### config.mk
export PLATFORM = sky130hd
export DESIGN_NAME = spi_register_bridge_flat
export DESIGN_NICKNAME = d
export VERILOG_FILES = /design/src/rtl/spi_register_bridge_if.sv /design/src/rtl/spi_register_bridge.sv /design/src/flat_wrapper.sv
export SDC_FILE = /design/constraint.sdc
export NUM_CORES = 1
export LEC_CHECK = 0
export ABC_AREA = 1
export CAP_MARGIN = 5
export CORE_MARGIN = 8
export CORE_UTILIZATION = 53
export DETAILED_ROUTE_END_ITERATION = 16
export PLACE_DENSITY = 0.8
export SLEW_MARGIN = 10
export SYNTH_ARGS = -nofsm -noshare
export SYNTH_HDL_FRONTEND = slang
export SYNTH_SLANG_ARGS = --single-unit
export TNS_END_PERCENT = 100
### constraint.sdc
create_clock -name clk -period 1.8 [get_ports clk]
set_input_delay 0.27 -clock clk [delete_from_list [all_inputs] [get_ports clk]]
set_output_delay 0.27 -clock clk [all_outputs]
set_load 0.1 [all_outputs]
### src/rtl/spi_register_bridge_if.sv
// Byte-stream and register-bus bundle between the SPI byte engine and its register file.
// master = bridge side, slave = SPI device / register file side.
interface spi_register_bridge_if;
    logic [7:0] rx_data;
    logic       rx_strobe;
    logic [7:0] tx_data;
    logic       tx_strobe;
    logic [6:0] reg_addr;
    logic [7:0] reg_wr_data;
    logic       reg_wr_strobe;
    logic       reg_rd_strobe;
    logic [7:0] reg_rd_data;

    modport master (
        input  rx_data, rx_strobe, reg_rd_data,
        output tx_data, tx_strobe, reg_addr, reg_wr_data, reg_wr_strobe, reg_rd_strobe
    );

    modport slave (
        output rx_data, rx_strobe, reg_rd_data,
        input  tx_data, tx_strobe, reg_addr, reg_wr_data, reg_wr_strobe, reg_rd_strobe
    );
endinterface

### src/rtl/spi_register_bridge.sv
// Command decoder turning SPI bytes into register writes / auto-incrementing reads.
// Latency: write strobe 1 cycle after byte; read strobe +1, tx_strobe +3 after command byte.
// No backpressure: bytes arriving mid-read are dropped and flagged on frame_error.
module spi_register_bridge #(
    parameter int TIMEOUT_CYCLES = 65535,
    parameter int AUTO_INCREMENT = 1
) (
    input  logic                         clk,
    input  logic                         reset_n,
    input  logic                         spi_cs_n,
    spi_register_bridge_if.master        bus,
    output logic                         frame_error
);

    typedef enum logic [2:0] {
        IDLE     = 3'd0,
        WRITE    = 3'd1,
        RD_ISSUE = 3'd2,
        RD_WAIT  = 3'd3,
        RD_LOAD  = 3'd4,
        RD_IDLE  = 3'd5
    } state_t;

    localparam int              CNT_W    = (TIMEOUT_CYCLES > 1) ? $clog2(TIMEOUT_CYCLES + 1) : 1;
    localparam bit              TO_EN    = (TIMEOUT_CYCLES > 0);
    localparam logic [CNT_W-1:0] CNT_LAST = TO_EN ? CNT_W'(TIMEOUT_CYCLES - 1) : '0;
    localparam bit              INC_EN   = (AUTO_INCREMENT != 0);

    logic             cs_meta;
    logic             cs_s;
    state_t           state;
    state_t           state_nxt;
    logic [6:0]       addr;
    logic [6:0]       addr_nxt;
    logic [6:0]       addr_inc;
    logic [CNT_W-1:0] to_cnt;
    logic             counting;
    logic             timeout_hit;
    logic             lock;

    logic [7:0]       tx_data_q,  tx_data_d;
    logic             tx_stb_q,   tx_stb_d;
    logic [6:0]       raddr_q,    raddr_d;
    logic [7:0]       wr_data_q,  wr_data_d;
    logic             wr_stb_q,   wr_stb_d;
    logic             rd_stb_q,   rd_stb_d;
    logic             err_q,      err_d;

    // chip select is asynchronous to clk; idle level is deasserted
    always_ff @(posedge clk or negedge reset_n) begin
        if (!reset_n) begin
            cs_meta <= 1'b1;
            cs_s    <= 1'b1;
        end else begin
            cs_meta <= spi_cs_n;
            cs_s    <= cs_meta;
        end
    end

    assign addr_inc    = INC_EN ? addr + 7'd1 : addr;
    assign counting    = TO_EN && !cs_s && (state != IDLE);
    assign timeout_hit = counting && !bus.rx_strobe && (to_cnt == CNT_LAST);

    always_ff @(posedge clk or negedge reset_n) begin
        if (!reset_n) begin
            to_cnt <= '0;
        end else if (!counting || bus.rx_strobe) begin
            to_cnt <= '0;
        end else begin
            to_cnt <= to_cnt + 1'b1;
        end
    end

    // after a timeout the rest of the frame is ignored until cs deasserts
    always_ff @(posedge clk or negedge reset_n) begin
        if (!reset_n) begin
            lock <= 1'b0;
        end else if (cs_s) begin
            lock <= 1'b0;
        end else if (timeout_hit) begin
            lock <= 1'b1;
        end
    end

    always_ff @(posedge clk or negedge reset_n) begin
        if (!reset_n) begin
            state <= IDLE;
        end else begin
            state <= state_nxt;
        end
    end

    always_comb begin
        state_nxt = state;
        if (cs_s || timeout_hit) begin
            state_nxt = IDLE;
        end else begin
            case (state)
                IDLE: begin
                    if (bus.rx_strobe && !lock) begin
                        state_nxt = bus.rx_data[7] ? RD_ISSUE : WRITE;
                    end
                end
                WRITE:    state_nxt = WRITE;
                RD_ISSUE: state_nxt = RD_WAIT;
                RD_WAIT:  state_nxt = RD_LOAD;
                RD_LOAD:  state_nxt = RD_IDLE;
                RD_IDLE: begin
                    if (bus.rx_strobe) begin
                        state_nxt = RD_ISSUE;
                    end
                end
                default:  state_nxt = IDLE;
            endcase
        end
    end

    // next values of the registered outputs; a closing frame suppresses every new action
    always_comb begin
        addr_nxt  = addr;
        tx_data_d = tx_data_q;
        tx_stb_d  = 1'b0;
        raddr_d   = raddr_q;
        wr_data_d = wr_data_q;
        wr_stb_d  = 1'b0;
        rd_stb_d  = 1'b0;
        err_d     = timeout_hit;
        if (!cs_s) begin
            case (state)
                IDLE: begin
                    if (bus.rx_strobe && !lock) begin
                        addr_nxt = bus.rx_data[6:0];
                        if (bus.rx_data[7]) begin
                            rd_stb_d = 1'b1;
                            raddr_d  = bus.rx_data[6:0];
                        end
                    end
                end
                WRITE: begin
                    if (bus.rx_strobe) begin
                        wr_stb_d  = 1'b1;
                        wr_data_d = bus.rx_data;
                        raddr_d   = addr;
                        addr_nxt  = addr_inc;
                    end
                end
                RD_ISSUE: begin
                    err_d = err_d | bus.rx_strobe;
                end
                RD_WAIT: begin
                    err_d = err_d | bus.rx_strobe;
                    if (state_nxt == RD_LOAD) begin
                        tx_stb_d  = 1'b1;
                        tx_data_d = bus.reg_rd_data;
                    end
                end
                RD_LOAD: begin
                    err_d    = err_d | bus.rx_strobe;
                    addr_nxt = addr_inc;
                end
                RD_IDLE: begin
                    if (bus.rx_strobe) begin
                        rd_stb_d = 1'b1;
                        raddr_d  = addr;
                    end
                end
                default: begin
                    addr_nxt = addr;
                end
            endcase
        end
    end

    always_ff @(posedge clk or negedge reset_n) begin
        if (!reset_n) begin
            addr      <= '0;
            tx_data_q <= '0;
            tx_stb_q  <= 1'b0;
            raddr_q   <= '0;
            wr_data_q <= '0;
            wr_stb_q  <= 1'b0;
            rd_stb_q  <= 1'b0;
            err_q     <= 1'b0;
        end else begin
            addr      <= addr_nxt;
            tx_data_q <= tx_data_d;
            tx_stb_q  <= tx_stb_d;
            raddr_q   <= raddr_d;
            wr_data_q <= wr_data_d;
            wr_stb_q  <= wr_stb_d;
            rd_stb_q  <= rd_stb_d;
            err_q     <= err_d;
        end
    end

    assign bus.tx_data       = tx_data_q;
    assign bus.tx_strobe     = tx_stb_q;
    assign bus.reg_addr      = raddr_q;
    assign bus.reg_wr_data   = wr_data_q;
    assign bus.reg_wr_strobe = wr_stb_q;
    assign bus.reg_rd_strobe = rd_stb_q;
    assign frame_error       = err_q;

endmodule

### src/flat_wrapper.sv
// flat-port wrapper written by rule: the top's interface ports become plain ports
module spi_register_bridge_flat 
#(
    parameter int TIMEOUT_CYCLES = 65535,
    parameter int AUTO_INCREMENT = 1
)
  (clk, reset_n, spi_cs_n, frame_error, bus_rx_data, bus_rx_strobe, bus_reg_rd_data, bus_tx_data, bus_tx_strobe, bus_reg_addr, bus_reg_wr_data, bus_reg_wr_strobe, bus_reg_rd_strobe);
  spi_register_bridge_if bus_i ();
  input  logic clk;
  input  logic reset_n;
  input  logic spi_cs_n;
  output logic frame_error;
  input wire logic [$bits(bus_i.rx_data)-1:0] bus_rx_data;
  input wire logic [$bits(bus_i.rx_strobe)-1:0] bus_rx_strobe;
  input wire logic [$bits(bus_i.reg_rd_data)-1:0] bus_reg_rd_data;
  output wire logic [$bits(bus_i.tx_data)-1:0] bus_tx_data;
  output wire logic [$bits(bus_i.tx_strobe)-1:0] bus_tx_strobe;
  output wire logic [$bits(bus_i.reg_addr)-1:0] bus_reg_addr;
  output wire logic [$bits(bus_i.reg_wr_data)-1:0] bus_reg_wr_data;
  output wire logic [$bits(bus_i.reg_wr_strobe)-1:0] bus_reg_wr_strobe;
  output wire logic [$bits(bus_i.reg_rd_strobe)-1:0] bus_reg_rd_strobe;
  assign bus_i.rx_data = bus_rx_data;
  assign bus_i.rx_strobe = bus_rx_strobe;
  assign bus_i.reg_rd_data = bus_reg_rd_data;
  assign bus_tx_data = bus_i.tx_data;
  assign bus_tx_strobe = bus_i.tx_strobe;
  assign bus_reg_addr = bus_i.reg_addr;
  assign bus_reg_wr_data = bus_i.reg_wr_data;
  assign bus_reg_wr_strobe = bus_i.reg_wr_strobe;
  assign bus_reg_rd_strobe = bus_i.reg_rd_strobe;
  spi_register_bridge #(.TIMEOUT_CYCLES(TIMEOUT_CYCLES), .AUTO_INCREMENT(AUTO_INCREMENT)) u_core (.clk(clk), .reset_n(reset_n), .spi_cs_n(spi_cs_n), .bus(bus_i), .frame_error(frame_error));
endmodule
After elaboration in Yosys (flattened, before gate mapping). Cells that the tools add are included. W data, S select, Z words.

Bits in registers: 56. Output and inout bits: 27.

Add/subtract/negate cells: 2. Equality and inequality tests: 11. Muxes and demuxes: 27. Bitwise operators: 2. Reductions and logical operators: 21.

Operator list (number): $mux W7 (5); $pmux W7 S3 (1); $pmux W3 S6 (1); $add A16 B1 Y16 const B (1); $eq A16 B16 Y1 const B (1); $mux W16 (1); $pmux W7 S2 (1); $mux W1 (13); $eq A3 B3 Y1 const B (3); $mux W3 (3); $add A7 B1 Y7 const B (1); $eq A3 B2 Y1 const B (2); $reduce_and A3 Y1 (2); $reduce_bool A3 Y1 (2); $reduce_and A5 Y1 (1); $logic_and A1 B1 Y1 (4); $logic_not A1 Y1 (4); $ne A2 B1 Y1 const B (2); $ne A2 B2 Y1 const B (2); $reduce_and A4 Y1 (1); $reduce_bool A2 Y1 (2); $eq A3 B1 Y1 const B (1); $logic_not A3 Y1 (1); $reduce_or A3 Y1 (1); other kinds (6) (7).

Longest topological paths before layout.
Depth after elaboration: 10. Gate-level depth with buffers: 10.

Least setup slack after synthesis. Ideal clock, no wire load.

Path type: register -> register. Start: reg u_core.state[0]. End: reg u_core.tx_data_q[0], in the netlist u_core.bus.tx_data[0]. Arrival: 1247 ps. Data required time: 1680 ps. Slack: 433 ps. Cell stages (with the launch flop): 10. Buffers on the path: 1. Period minus slack after synthesis: 1367 ps. Cells stage by stage: dfrtp_1 -> buf_4 -> nor2_4 -> nand2_4 -> nand2_2 -> nor2_4 -> nand2_2 -> nand4_2 -> nand2_1 -> nand2_1.

Word-level cells in the longest chain between the ends: 8. Elaborated cells between the ends (all ways): 17. Classes of those cells: 6 x eq/ne; 4 x mux; 7 x reduce/logical.

RTL lines: start: declaration (RTL line spi_register_bridge.sv:31) `state_t state;`; start signal: assignment (RTL line spi_register_bridge.sv:89) `state <= state_nxt;`; parallel branches: the longest is 7 deep, another holds $pmux W3 S6; $reduce_and A3 Y1 (no line) *; end signal: assignment (RTL line spi_register_bridge.sv:186) `tx_data_q <= tx_data_d;`; end: declaration (RTL line spi_register_bridge.sv:41) `logic [7:0] tx_data_q, tx_data_d;`.

Every way passes the cells marked *. A chain may end at the register's enable or synchronous reset.

Worst setup path after layout.
Start: reg u_core.state[0]. End: reg u_core.tx_data_q[6], in the netlist u_core.bus.tx_data[6].

Same word-level chain as after synthesis.

==> results.md <==
* Run status: finished, final reports clean
* Worst min-delay path startpoint: spi_cs_n
* DR WL/cell at 13.55 um
* Ranking of synthesized cells by area: dfrtp_1, nand2_1, inv_1
* GPL Wtd Cong at 0.8760
* Slowest stage cell on the critical path: dfrtp_1
* DIE HEIGHT at 88.80 um
* Top FF cell, synth: dfrtp_1
* Syn-to-layout area delta at 24.45%
* DP Worst Slack at 0.02312 ns
* Post-Syn Area at 2809 sq um
* Dpl hpwl at 4.663 mm
* #FFs+latches synth at 56
* Total power at 0.004694 W
* Antenna violations before repair at 0
* CP Launch Point: u_core.state[0]
* Vias/cell at 5.109
* Worst EP required at 2.00 ns
* Fmax at 0.6246 GHz
* Non-filler cells, final at 457
* Clock sink count at 56
* Largest net degree at the start of global routing at 33
* First-pass GRT wire length at 10.52 mm
* I/O pins at 47
* Sequential-to-total area share from yosys stat at 49.98%
* Worst-path fanout max at 9
* Total leakage power at 1.702 nW
* Endpoints failing setup at 0
* Starting Density at 55.00%
* Setup total negative slack at 0 ns
* GR Util All Layers at 17.06%
* Antenna Nets Post-Route at 0
* Hold Crit Class: input pin to flip-flop
* Die area at 7885 sq um
* DR pass1 iterations at 5
* Yosys top cell area share at 48.11%
* PwrDens at 1343 nW/um^2
* Via Count at 2335
* Critical R2R Launch: u_core.state[0]
* CTS HTree Levels at 2
* Final Hold Viols at 0
* Max Slew Vio Count at 0
* DR iter-0 viols at 107
* Placed cells at 448
* Core ar. at 5107 sq um
* Arr. time, crit path at 1.80 ns
* Port buffer count at 46
* Drt drc at 0
* Synthesized area per cell at 8.486 sq um
* Clk slew on worst S/H paths at 0.10 ns
* Fillers at 423
* Cell variety after synth at 36
* Root buffer cell: clkbuf_8
* Final nets at 409
* Ant diodes at 0
* Worst-Margin Slew at 0.5651 ns
* Die X at 88.80 um
* Gate count of the mapped netlist at 331
* Fin worst setup slack at 0.1990 ns
* EDFF count, synth at 0
* RSZ-0062 raised after global routing: false
* Max cap viols at 0
* Post-Route Skew at 0.01046 ns
* Setup crit start kind: flip-flop
* Critical Path End Type: flip-flop
* # rows at 26
* CP Class: flip-flop to flip-flop
* Final min period at 1.601 ns
* Number of global-route vias before repair at 2363
* CP Cell Sequence: nor2_4, nand2_4, nand2_2, nor2_4, nand2_2, nand4_2, nand2_1, nand2_1
* Clock Latency Late Sink at 0.31 ns
* Total CTS buffers at 5
* Syn nets at 354
* Synth async-reset ratio at 100.0%
* Drt total wl at 6.194 mm
* GR Overflow Total at 0
* Crit-path max cell delay at 0.52 ns
* Leading area contributor after synthesis: dfrtp_1
* CTS tree: yes
* Clock tree buffer depth at 2
* Max-Slew Margin vs Limit at 62.32%
* Worst VDD drop at 1.124 mV
* Period utilization at 88.94%
* Fraction of layout cells with a size suffix above 1 at 19.64%
* Synth Warn # at 0
## synth_stat cells, drive strengths merged, types with 4 or more instances
cell type and number:
a21oi 10, buf 5, dfrtp 54, inv 46
nand2 92, nand3 12, nand4 10, nor2 35
nor3 9, o21ai 34, xnor2 5, xor2 4
## critical path, delay by kind of cell (launching register included)
family           cells  cell delay (ns)
and+or+nand+nor      8             0.98
DFF                  1             0.52
## state kept, by name, summed over array words and instances (netlist names), 3 cells and up
register	cells
u_core.bus.reg_wr_data	8
u_core.addr	7
u_core.to_cnt	16
u_core.bus.reg_addr	7
u_core.bus.tx_data	8
u_core.state	3
## layer usage
metal | wire length, um | vias to the layer above | global-route usage (%)
met5 | 0 | - | 0
met3 | 376 | 9 | 4.178
met1 | 2629 | 1103 | 19.14
met4 | 87 | 0 | 5.991
met2 | 3101 | 54 | 30.46
li1 | - | 1169 | -
## cell usage in the layout, fill, tap and decap left out, types with 3 or more instances in the layout
| cell type | n |
|---|---|
| clkdlybuf4s50_1 | 18 |
| clkbuf_8 | 6 |
| nor2_1 | 28 |
| nand4_1 | 9 |
| dfrtp_1 | 54 |
| xor2_1 | 4 |
| xnor2_1 | 5 |
| ha_1 | 3 |
| a21oi_1 | 9 |
| inv_2 | 8 |
| inv_1 | 38 |
| nor2_4 | 4 |
| a31oi_1 | 3 |
| nand2_2 | 6 |
| buf_4 | 25 |
| o21ai_1 | 16 |
| o21ai_2 | 4 |
| o21ai_0 | 13 |
| nand3_1 | 12 |
| buf_12 | 8 |
| nand2_1 | 84 |
| nor3_1 | 6 |
## where the power goes
group          internal (W)  switching [W]  leakage (nW)
Sequential          0.00149       0.000208         0.740
Combinational      0.000641        0.00165         0.917
Clock              0.000315       0.000391        0.0455
Total               0.00244        0.00225          1.70
## metrics by stage
| step | util [%] | hold WS (ns) | cell area [sq um] |
|---|---|---|---|
| CTS | 68.40 | 0.3538 | 3493 |
| global route | 68.45 | 0.3516 | 3496 |
| global placement | 66.44 | 0.2946 | 3393 |
| floorplan | - | -0.02559 | 2809 |
| finish | 68.45 | 0.3484 | 3496 |
| detailed placement | 66.44 | 0.2976 | 3393 |
## cell type report
| class | instances | area, sq um | share of cell area [%] |
|---|---|---|---|
| multi-input combinational | 223 | 1195 | 34.18 |
| timing repair buffer | 53 | 543.0 | 15.53 |
| sequential | 56 | 1404 | 40.16 |
| clock buffer | 8 | 90.09 | 2.577 |
| inverter | 47 | 176.4 | 5.047 |
| tap | 70 | 87.58 | 2.505 |
## what timing repair did
action,in CTS,in global routing
hold buffers,1,0
endpoints found under the setup margin,0,8
hold endpoints to repair,22,0
setup buffers,0,0
resized for setup,0,1
## cells by family after synthesis
family / share of synthesized area (%)
AO/OA/AOI/OAI: 11.36
XOR/XNOR: 2.806
adder cells (fa/ha/maj): 1.336
buffers and inverters: 7.572
flip-flops: 49.98
AND/OR/NAND/NOR: 26.95
## final timing paths
| path | cells after the start | slack [ns] | to |
|---|---|---|---|
| min | 1 | 0.35 | u_core.cs_meta |
| min reg2reg | 0 | 0.37 | u_core.cs_s |
| max in group asynchronous | 3 | 0.75 | u_core.bus.reg_wr_data[0] |
| max | 8 | 0.20 | u_core.bus.tx_data[6] |
| max reg2reg | 8 | 0.20 | u_core.bus.tx_data[6] |
| min in group asynchronous | 2 | 0.48 | u_core.to_cnt[9] |
No activity file was read; power rests on OpenSTA's default activity.
